[src/rtl/hazard_forward_ctrl.sv]
// Pipeline hazard controller: per-operand EX forwarding selects, a retired-write
// bypass register, and a load-use stall FSM with a stall-cycle counter.
module hazard_forward_ctrl #(
   parameter int XLEN     = 32,
   parameter int AW       = 5,
   parameter int NUM_SRC  = 2,
   parameter int LOAD_LAT = 1,
   parameter int CNT_W    = 32
) (
   input  logic                   clk,
   input  logic                   rst_n,
   input  logic                   flush,
   input  logic [NUM_SRC*AW-1:0]  id_rs,
   input  logic [NUM_SRC-1:0]     id_rs_used,
   input  logic [NUM_SRC*AW-1:0]  ex_rs,
   input  logic [AW-1:0]          ex_rd,
   input  logic                   ex_regwrite,
   input  logic                   ex_memread,
   input  logic [AW-1:0]          mem_rd,
   input  logic                   mem_regwrite,
   input  logic [AW-1:0]          wb_rd,
   input  logic                   wb_regwrite,
   input  logic [XLEN-1:0]        wb_data,
   output logic [NUM_SRC*2-1:0]   fwd_sel,
   output logic [XLEN-1:0]        bypass_data,
   output logic                   stall_pc,
   output logic                   stall_ifid,
   output logic                   bubble_idex,
   output logic [CNT_W-1:0]       stall_cnt
);

   typedef enum logic {
      S_IDLE  = 1'b0,
      S_STALL = 1'b1
   } state_t;

   localparam int CW = 2;
   // Remaining STALL cycles after the first (IDLE) stall cycle, minus one.
   localparam logic [CW-1:0] CNT_INIT = (LOAD_LAT > 1) ? CW'(LOAD_LAT - 2) : '0;

   state_t            state_q, state_d;
   logic [CW-1:0]     cnt_q, cnt_d;
   logic              ret_valid_q, ret_valid_d;
   logic [AW-1:0]     ret_rd_q, ret_rd_d;
   logic [XLEN-1:0]   bypass_data_q, bypass_data_d;
   logic [CNT_W-1:0]  stall_cnt_q, stall_cnt_d;

   logic [NUM_SRC-1:0] src_hit;
   logic               hazard;
   logic               stall;

   logic mem_fwd_ok, wb_fwd_ok, ret_fwd_ok;
   assign mem_fwd_ok = mem_regwrite && (mem_rd != '0);
   assign wb_fwd_ok  = wb_regwrite && (wb_rd != '0);
   assign ret_fwd_ok = ret_valid_q && (ret_rd_q != '0);

   generate
      for (genvar gi = 0; gi < NUM_SRC; gi++) begin : g_src
         logic [AW-1:0] ers;
         logic [AW-1:0] irs;
         logic [1:0]    sel;

         assign ers = ex_rs[gi*AW +: AW];
         assign irs = id_rs[gi*AW +: AW];

         // Youngest producer wins: EX/MEM, then MEM/WB, then the retired write.
         always_comb begin
            sel = 2'b00;
            if (mem_fwd_ok && (mem_rd == ers)) begin
               sel = 2'b10;
            end else if (wb_fwd_ok && (wb_rd == ers)) begin
               sel = 2'b01;
            end else if (ret_fwd_ok && (ret_rd_q == ers)) begin
               sel = 2'b11;
            end
         end

         assign fwd_sel[gi*2 +: 2] = sel;
         assign src_hit[gi]        = id_rs_used[gi] && (irs == ex_rd);
      end
   endgenerate

   assign hazard = ex_memread && ex_regwrite && (ex_rd != '0) && (|src_hit);

   always_comb begin
      state_d = state_q;
      cnt_d   = cnt_q;
      stall   = 1'b0;
      if (flush) begin
         state_d = S_IDLE;
         cnt_d   = '0;
      end else begin
         case (state_q)
            S_IDLE: begin
               if (hazard) begin
                  stall = 1'b1;
                  if (LOAD_LAT > 1) begin
                     state_d = S_STALL;
                     cnt_d   = CNT_INIT;
                  end
               end
            end
            S_STALL: begin
               stall = 1'b1;
               if (cnt_q == '0) begin
                  state_d = S_IDLE;
               end else begin
                  cnt_d = cnt_q - CW'(1);
               end
            end
            default: begin
               state_d = S_IDLE;
               cnt_d   = '0;
            end
         endcase
      end
   end

   // The retired write survives flush: the register file write has already happened.
   always_comb begin
      ret_valid_d   = ret_valid_q;
      ret_rd_d      = ret_rd_q;
      bypass_data_d = bypass_data_q;
      if (wb_fwd_ok) begin
         ret_valid_d   = 1'b1;
         ret_rd_d      = wb_rd;
         bypass_data_d = wb_data;
      end
   end

   always_comb begin
      stall_cnt_d = stall_cnt_q;
      if (stall) begin
         stall_cnt_d = stall_cnt_q + CNT_W'(1);
      end
   end

   always_ff @(posedge clk or negedge rst_n) begin
      if (!rst_n) begin
         state_q       <= S_IDLE;
         cnt_q         <= '0;
         ret_valid_q   <= 1'b0;
         ret_rd_q      <= '0;
         bypass_data_q <= '0;
         stall_cnt_q   <= '0;
      end else begin
         state_q       <= state_d;
         cnt_q         <= cnt_d;
         ret_valid_q   <= ret_valid_d;
         ret_rd_q      <= ret_rd_d;
         bypass_data_q <= bypass_data_d;
         stall_cnt_q   <= stall_cnt_d;
      end
   end

   assign stall_pc    = stall;
   assign stall_ifid  = stall;
   assign bubble_idex = stall;
   assign bypass_data = bypass_data_q;
   assign stall_cnt   = stall_cnt_q;

endmodule

[config.mk]
export PLATFORM = sky130hd
export DESIGN_NAME = hazard_forward_ctrl
export DESIGN_NICKNAME = d
export VERILOG_FILES = /design/src/rtl/hazard_forward_ctrl.sv
export SDC_FILE = /design/constraint.sdc
export NUM_CORES = 1
export LEC_CHECK = 0
export CAP_MARGIN = 5
export CORE_ASPECT_RATIO = 0.5
export CORE_MARGIN = 2
export CORE_UTILIZATION = 47
export CTS_CLUSTER_DIAMETER = 150
export DETAILED_ROUTE_END_ITERATION = 8
export PLACE_DENSITY = 0.86
export SLEW_MARGIN = 20
export SYNTH_ARGS = -nofsm -noshare
export SYNTH_HDL_FRONTEND = slang
export SYNTH_SLANG_ARGS = --single-unit
[constraint.sdc]
create_clock -name clk -period 3.65 [get_ports clk]
set_input_delay 0.73 -clock clk [delete_from_list [all_inputs] [get_ports clk]]
set_output_delay 0.73 -clock clk [all_outputs]
set_load 0.01 [all_outputs]
==> results.sh, run 1 <==
export IMPL_outcome="finished clean"
export IMPL_yosys_most_used_dff="dfrtp_1"
export IMPL_synth_edf_count=0
export IMPL_place_congestion=0.7971
export IMPL_post_cts_setup_buffers=0
export IMPL_wl_per_cell_um=15.63
export IMPL_seq_area_frac_synth=0.4981
export IMPL_first_pass_iters=4
export IMPL_slew_headroom=0.4030
export IMPL_cp_end_kind="primary output"
export IMPL_insertion_delay_ps=330
export IMPL_p_comb_frac=0.172
export IMPL_rsz0062_at_grt="false"
export IMPL_worst_slack_ps=73.73
export IMPL_grt_max_degree=74
export IMPL_p_per_area_mw_per_mm2=380.0
export IMPL_finClkSkew_ps=4.499
export IMPL_cts_resized_gates=0
export IMPL_holdBufCountCts=0
export IMPL_fin_nets=558
export IMPL_grt_first_pass_wirelength_mm=14.65
export IMPL_switching_share=0.2279
export IMPL_via_per_inst=5.036
export IMPL_io_pins=147
export IMPL_clock_sinks=73
export IMPL_rows=22
export IMPL_final_max_slew_violation_count=0
export IMPL_postLayoutCoreUtil=0.7449
export IMPL_wl_mm=9.047
export IMPL_post_route_period_util=0.9798
export IMPL_pre_cts_ws_ps=82.33
export IMPL_worstSetupPathType="primary input to primary output"
export IMPL_cts_root_buf="clkbuf_16"
export IMPL_seqPwrFrac=0.425
export IMPL_grt_use_total=0.2247
export IMPL_vias=2916
export IMPL_p_sw_uw=479.5
export IMPL_cap_violations=0
export IMPL_crit_path_max_fanout=3
export IMPL_worstPathArrival_ps=2850
export IMPL_grt_pass1_vias=3045
export IMPL_design_die_area_mm2=0.008568
export IMPL_avgSynthCellArea_um2=11.39
export IMPL_path_clk_slew_ps=50
export IMPL_seqCellArea_mm2=0.001827
export IMPL_setup_viol=0
export IMPL_synth_nets=400
export IMPL_worstPathRequired_ps=2920
export IMPL_finalSetupTns_ps=0
export IMPL_fillers=502
export IMPL_intPower_uw=1624
export IMPL_synth_area_leaders="dfrtp_1 50%, mux2_2 10%, xor2_1 10%"
export IMPL_post_route_cell_area_mm2=0.005537
export IMPL_syn_cell_area_mm2=0.003667
export IMPL_synth_distinct_cells=38
export IMPL_clock_fmax_mhz=279.6
export IMPL_h_tree_depth=3
export IMPL_ys_ff_latch=73
export IMPL_dp_hpwl_mm=6.500
export IMPL_ir_worst_vdd_uv=227.5
export IMPL_die_h_um=66.46
export IMPL_n_antenna_cell=0
export IMPL_async_reset_ff_frac=1.000
export IMPL_yosys_warnings=0
export IMPL_synth_largest_area_cell="dfrtp_1"
export IMPL_total_power_uw=2104
export IMPL_final_antenna_net_count=0
export IMPL_fin_crit_ps=3576
export IMPL_grt_ovfl_total=0
export IMPL_syn_to_final_growth_pct=50.97
export IMPL_hold_viol_final=0
export IMPL_layout_drive_gt1_share=0.1470
export IMPL_power_leakage_uw=0.002399
export IMPL_multi_input_area_mm2=0.001728
export IMPL_clk_path_buf_depth=2
export IMPL_numPortBuffers=146
export IMPL_cts_buffers=9
export IMPL_coreArea_mm2=0.007432
export IMPL_drc_errors=0
export IMPL_hp_class="flip-flop to flip-flop"
export IMPL_tightest_slew_ps=895.5
export IMPL_placed_area_mm2=0.005248
export IMPL_synth_top_area_share=0.4981
export IMPL_cts_tree="done"
export IMPL_start_util=0.4934
export IMPL_power_frac_clock=0.404
export IMPL_antenna_found_initial=0
export IMPL_die_w_um=128.9
export IMPL_netlist_instances=322
export IMPL_drt_iter0_drc=149
export IMPL_crit_path_start_kind="primary input"
==> cells by family (layout without fill, tap and decap cells) <==
group | after synthesis | in the layout | share of synthesized area
adder cells (fa/ha/maj) | 2 | 2 | 0.006823
multiplexers | 33 | 33 | 0.1013
AO/OA/AOI/OAI | 9 | 9 | 0.01535
buffers and inverters | 19 | 180 | 0.03377
XOR/XNOR | 72 | 72 | 0.1720
flip-flops | 73 | 73 | 0.4981
AND/OR/NAND/NOR | 114 | 114 | 0.1726
==> routing by layer <==
layer | up-vias | wire (um) | track usage
met1 | 1402 | 3752 | 0.2641
met5 | - | 0 | 0
met4 | 0 | 55 | 0.04484
li1 | 1423 | - | -
met2 | 87 | 4747 | 0.4134
met3 | 4 | 492 | 0.06827
==> per-stage QoR <==
stage	hold slack, ps	instances
2_1_floorplan	427.5	322
3_3_place_gp	449.8	565
3_5_place_dp	450.0	565
4_1_cts	467.9	579
5_1_grt	494.5	579
6_report	469.9	579
==> cell usage in the layout (no fill, tap or decap), drive strengths merged <==
cell,instances
a211oi,1
o21ai,3
nor3b,1
dfrtp,73
nand2b,1
nor3,12
nor2,10
clkdlybuf4s50,145
clkinvlp,1
inv,8
clkinv,1
bufinv,1
and4,2
nand4,6
a21oi,4
clkbuf,11
nor4,18
nor4b,1
and3,3
nor2b,5
or4,5
ha,2
mux2,33
xor2,42
buf,13
o22ai,1
xnor2,30
nand2,30
nand3,15
nand3b,1
or2,4
==> path summary, 6_finish.rpt <==
check,startpoint,endpoint,slack [ps],depth (start not counted)
setup / recovery,mem_rd[3],fwd_sel[3],70,6
hold / removal,ret_valid_q$_DFFE_PN0P_,ret_valid_q$_DFFE_PN0P_,470,1
setup reg to reg,stall_cnt[2]$_DFFE_PN0P_,stall_cnt[29]$_DFFE_PN0P_,1690,4
hold reg to reg,ret_valid_q$_DFFE_PN0P_,ret_valid_q$_DFFE_PN0P_,470,1
max in group asynchronous,rst_n,bypass_data[6]$_DFFE_PN0P_,2460,2
min in group asynchronous,rst_n,stall_cnt[15]$_DFFE_PN0P_,600,2
==> power groups by stage <==
stage                     logic [uW]  registers, uW  clock network [uW]
after floorplan                  112            924                   0
after global placement           357            903                   0
after detailed placement         363            907                   0
after CTS                        366            894                 869
after global routing             390            899                 909
final                            361            894                 849
==> worst max-delay path, stage by stage <==
cell	delay, ps
clkdlybuf4s50_1	470
or4_1	470
o21ai_0	270
nor4_1	120
or2_2	300
clkdlybuf4s50_1	480
==> cell usage after synthesis (2+ instances only) <==
cell type	n
dfrtp_1	73
xor2_1	42
mux2_2	33
nand2_1	30
xnor2_1	30
nor4_1	17
nand3_1	14
nor3_1	12
nor2_1	10
inv_1	8
buf_6	5
nor2b_1	5
nand4_1	4
or4_1	4
a21oi_1	3
buf_4	3
or2_2	3
and3_1	2
and4_1	2
buf_2	2
ha_1	2
o21ai_0	2
==> sequential cells by signal (all words and copies together) (netlist names) <==
register     count
stall_cnt       32
state_q          1
ret_rd_q         5
bypass_data     32
cnt_q            2
ret_valid_q      1
==> final cells by class <==
cell class / count / area share
multi-input combinational: 230 / 0.3121
inverter: 8 / 0.005424
sequential: 73 / 0.3299
clock buffer: 11 / 0.04384
tap: 96 / 0.02169
timing repair buffer: 158 / 0.2793
clock inverter: 3 / 0.007684
Note: power is estimated with default switching activity, not from simulation.
==> run 2: changes to the inputs <==
==> constraint.sdc (replaced) <==
create_clock -name clk -period 4.5 [get_ports clk]
set_input_delay 0.9 -clock clk [delete_from_list [all_inputs] [get_ports clk]]
set_output_delay 0.9 -clock clk [all_outputs]
set_load 0.01 [all_outputs]
==> run 2 against run 1 <==
- cell count shrank 1.0%
- global-route usage shrank 0.81 points
- power shrank 19%
- utilization shrank 0.79 points
- non-clock buffer count shrank 8
- largest cell class unchanged
- largest power group unchanged
==> results.sh, run 2 (synthesized netlist as in run 1, its figures left out) <==
export IMPL_crit_path_max_fanout=4
export IMPL_post_cts_setup_buffers=0
export IMPL_finClkSkew_ps=6.610
export IMPL_cts_buffers=9
export IMPL_clock_sinks=73
export IMPL_drc_errors=0
export IMPL_hp_start="stall_cnt[31]$_DFFE_PN0P_"
export IMPL_clock_fmax_mhz=248.9
export IMPL_insertion_delay_ps=330
export IMPL_die_h_um=66.46
export IMPL_finalSetupTns_ps=0
export IMPL_final_max_slew_violation_count=0
export IMPL_pre_cts_ws_ps=492.9
export IMPL_postLayoutCoreUtil=0.7370
export IMPL_hold_viol_final=0
export IMPL_cp_end_kind="primary output"
export IMPL_grt_use_total=0.2166
export IMPL_syn_to_final_growth_pct=49.37
export IMPL_fin_nets=550
export IMPL_p_sw_uw=395.8
export IMPL_rrSetupSlack_ps=2580
export IMPL_wl_mm=8.689
export IMPL_slowest_delay_ps=610
export IMPL_dp_hpwl_mm=6.383
export IMPL_antenna_found_initial=0
export IMPL_grt_pass1_vias=3111
export IMPL_tightest_slew_ps=906.6
export IMPL_critPathBufInv=2
export IMPL_fin_crit_ps=4017
export IMPL_numPortBuffers=146
export IMPL_hp_class="flip-flop to flip-flop"
export IMPL_grt_first_pass_wirelength_mm=14.55
export IMPL_reg2reg_from="stall_cnt[0]$_DFFE_PN0P_"
export IMPL_holdBufCountCts=0
export IMPL_path_delay_family="simple AND/OR/NAND/NOR gates"
export IMPL_worstSetupPathType="primary input to primary output"
export IMPL_wl_per_cell_um=15.16
export IMPL_power_leakage_uw=0.002355
export IMPL_design_die_area_mm2=0.008568
export IMPL_post_route_cell_area_mm2=0.005478
export IMPL_cts_resized_gates=0
export IMPL_outcome="finished clean"
export IMPL_grt_max_degree=74
export IMPL_worstPathRequired_ps=3600
export IMPL_seqPwrFrac=0.425
export IMPL_cp_common_cell="clkdlybuf4s50_1"
export IMPL_intPower_uw=1306
export IMPL_power_frac_clock=0.407
export IMPL_rsz0062_at_grt="false"
export IMPL_layout_commonest_cell="clkdlybuf4s50_1"
export IMPL_via_per_inst=5.169
export IMPL_final_cell_mix="145 x clkdlybuf4s50_1, 73 x dfrtp_1, 42 x xor2_1"
export IMPL_first_pass_iters=4
export IMPL_cts_tree="done"
export IMPL_switching_share=0.2325
export IMPL_clk_path_buf_depth=2
export IMPL_drt_iter0_drc=240
export IMPL_slew_headroom=0.3956
export IMPL_post_route_period_util=0.8927
export IMPL_r2r_end="stall_cnt[29]$_DFFE_PN0P_"
export IMPL_rows=22
export IMPL_grt_ovfl_total=0
export IMPL_cts_root_buf="clkbuf_16"
export IMPL_setup_viol=0
export IMPL_cp_slowest_cell="or4_1"
export IMPL_ir_worst_vdd_uv=208.4
export IMPL_p_comb_frac=0.168
export IMPL_holdPathStages=1
export IMPL_h_tree_depth=3
export IMPL_final_antenna_net_count=0
export IMPL_place_congestion=0.8557
export IMPL_io_pins=147
export IMPL_crit_path_start_kind="primary input"
export IMPL_crit_chain="clkdlybuf4s50_1 -> or4_1 -> o21ai_4 -> nor4_1 -> nand3_1 -> nor2b_1 -> or2_2 -> clkdlybuf4s50_1"
export IMPL_path_clk_slew_ps=50
export IMPL_die_w_um=128.9
export IMPL_reg2reg_depth=4
export IMPL_worst_slack_ps=482.8
export IMPL_worstPathArrival_ps=3120
export IMPL_n_antenna_cell=0
export IMPL_p_per_area_mw_per_mm2=310.7
export IMPL_cap_violations=0
export IMPL_placed_area_mm2=0.005187
export IMPL_hold_slack_ps=474.6
export IMPL_vias=2962
export IMPL_layout_drive_gt1_share=0.1300
export IMPL_hold_end="stall_cnt[31]$_DFFE_PN0P_"
export IMPL_coreArea_mm2=0.007432
export IMPL_start_util=0.4934
run 2: power by group through the flow:
stage               logic, uW  clock network (uW)  registers (uW)
floorplan                91.1                   0             749
global route              309                 739             729
CTS                       289                 707             724
global placement          285                   0             733
detailed placement        288                   0             735
finish                    285                 693             724
run 2: final cells by class:
class                           instances  area, um^2
Fill cell                             528        1954
Sequential cell                        73        1827
Multi-Input combinational cell        230        1724
Timing Repair Buffer                  150        1486
Clock buffer                           12       236.5
Tap cell                               96       120.1
Clock inverter                          4       53.80
Inverter                                8       30.03
run 2: per-layer routing:
metal  routed length [um]  up-vias  GRT usage
met3                  483        8    0.05622
met5                    0        -          0
met1                 3653     1458     0.2598
li1                     -     1407          -
met2                 4466       89     0.3843
met4                   85        0    0.07473
run 2: how the worst max path moves through the flow:
stage | cells past startpoint | slack [ps] | startpoint | end
floorplan | 6 | 1580 | wb_rd[1] | fwd_sel[1]
global placement | 8 | 550 | wb_rd[1] | fwd_sel[1]
detailed placement | 8 | 490 | wb_rd[1] | fwd_sel[1]
CTS | 8 | 490 | wb_rd[1] | fwd_sel[1]
global route | 8 | 360 | wb_rd[2] | fwd_sel[1]
finish | 8 | 480 | wb_rd[1] | fwd_sel[1]
run 2: stage by stage:
stage / power [uW] / std cells
6_report: 1702 / 573
5_1_grt: 1778 / 573
4_1_cts: 1720 / 573
3_5_place_dp: 1023 / 557
3_3_place_gp: 1017 / 557
2_1_floorplan: 840.4 / 322
==> run 3: changes to the inputs <==
--- a/config.mk
+++ b/config.mk
@@ -12,6 +12,7 @@
 export CTS_CLUSTER_DIAMETER = 150
 export DETAILED_ROUTE_END_ITERATION = 8
 export PLACE_DENSITY = 0.86
+export SKIP_CTS_REPAIR_TIMING = 1
 export SLEW_MARGIN = 20
 export SYNTH_ARGS = -nofsm -noshare
 export SYNTH_HDL_FRONTEND = slang
==> results of run 3 <==
Final layout, timing and power as in run 2 (identical DEF).
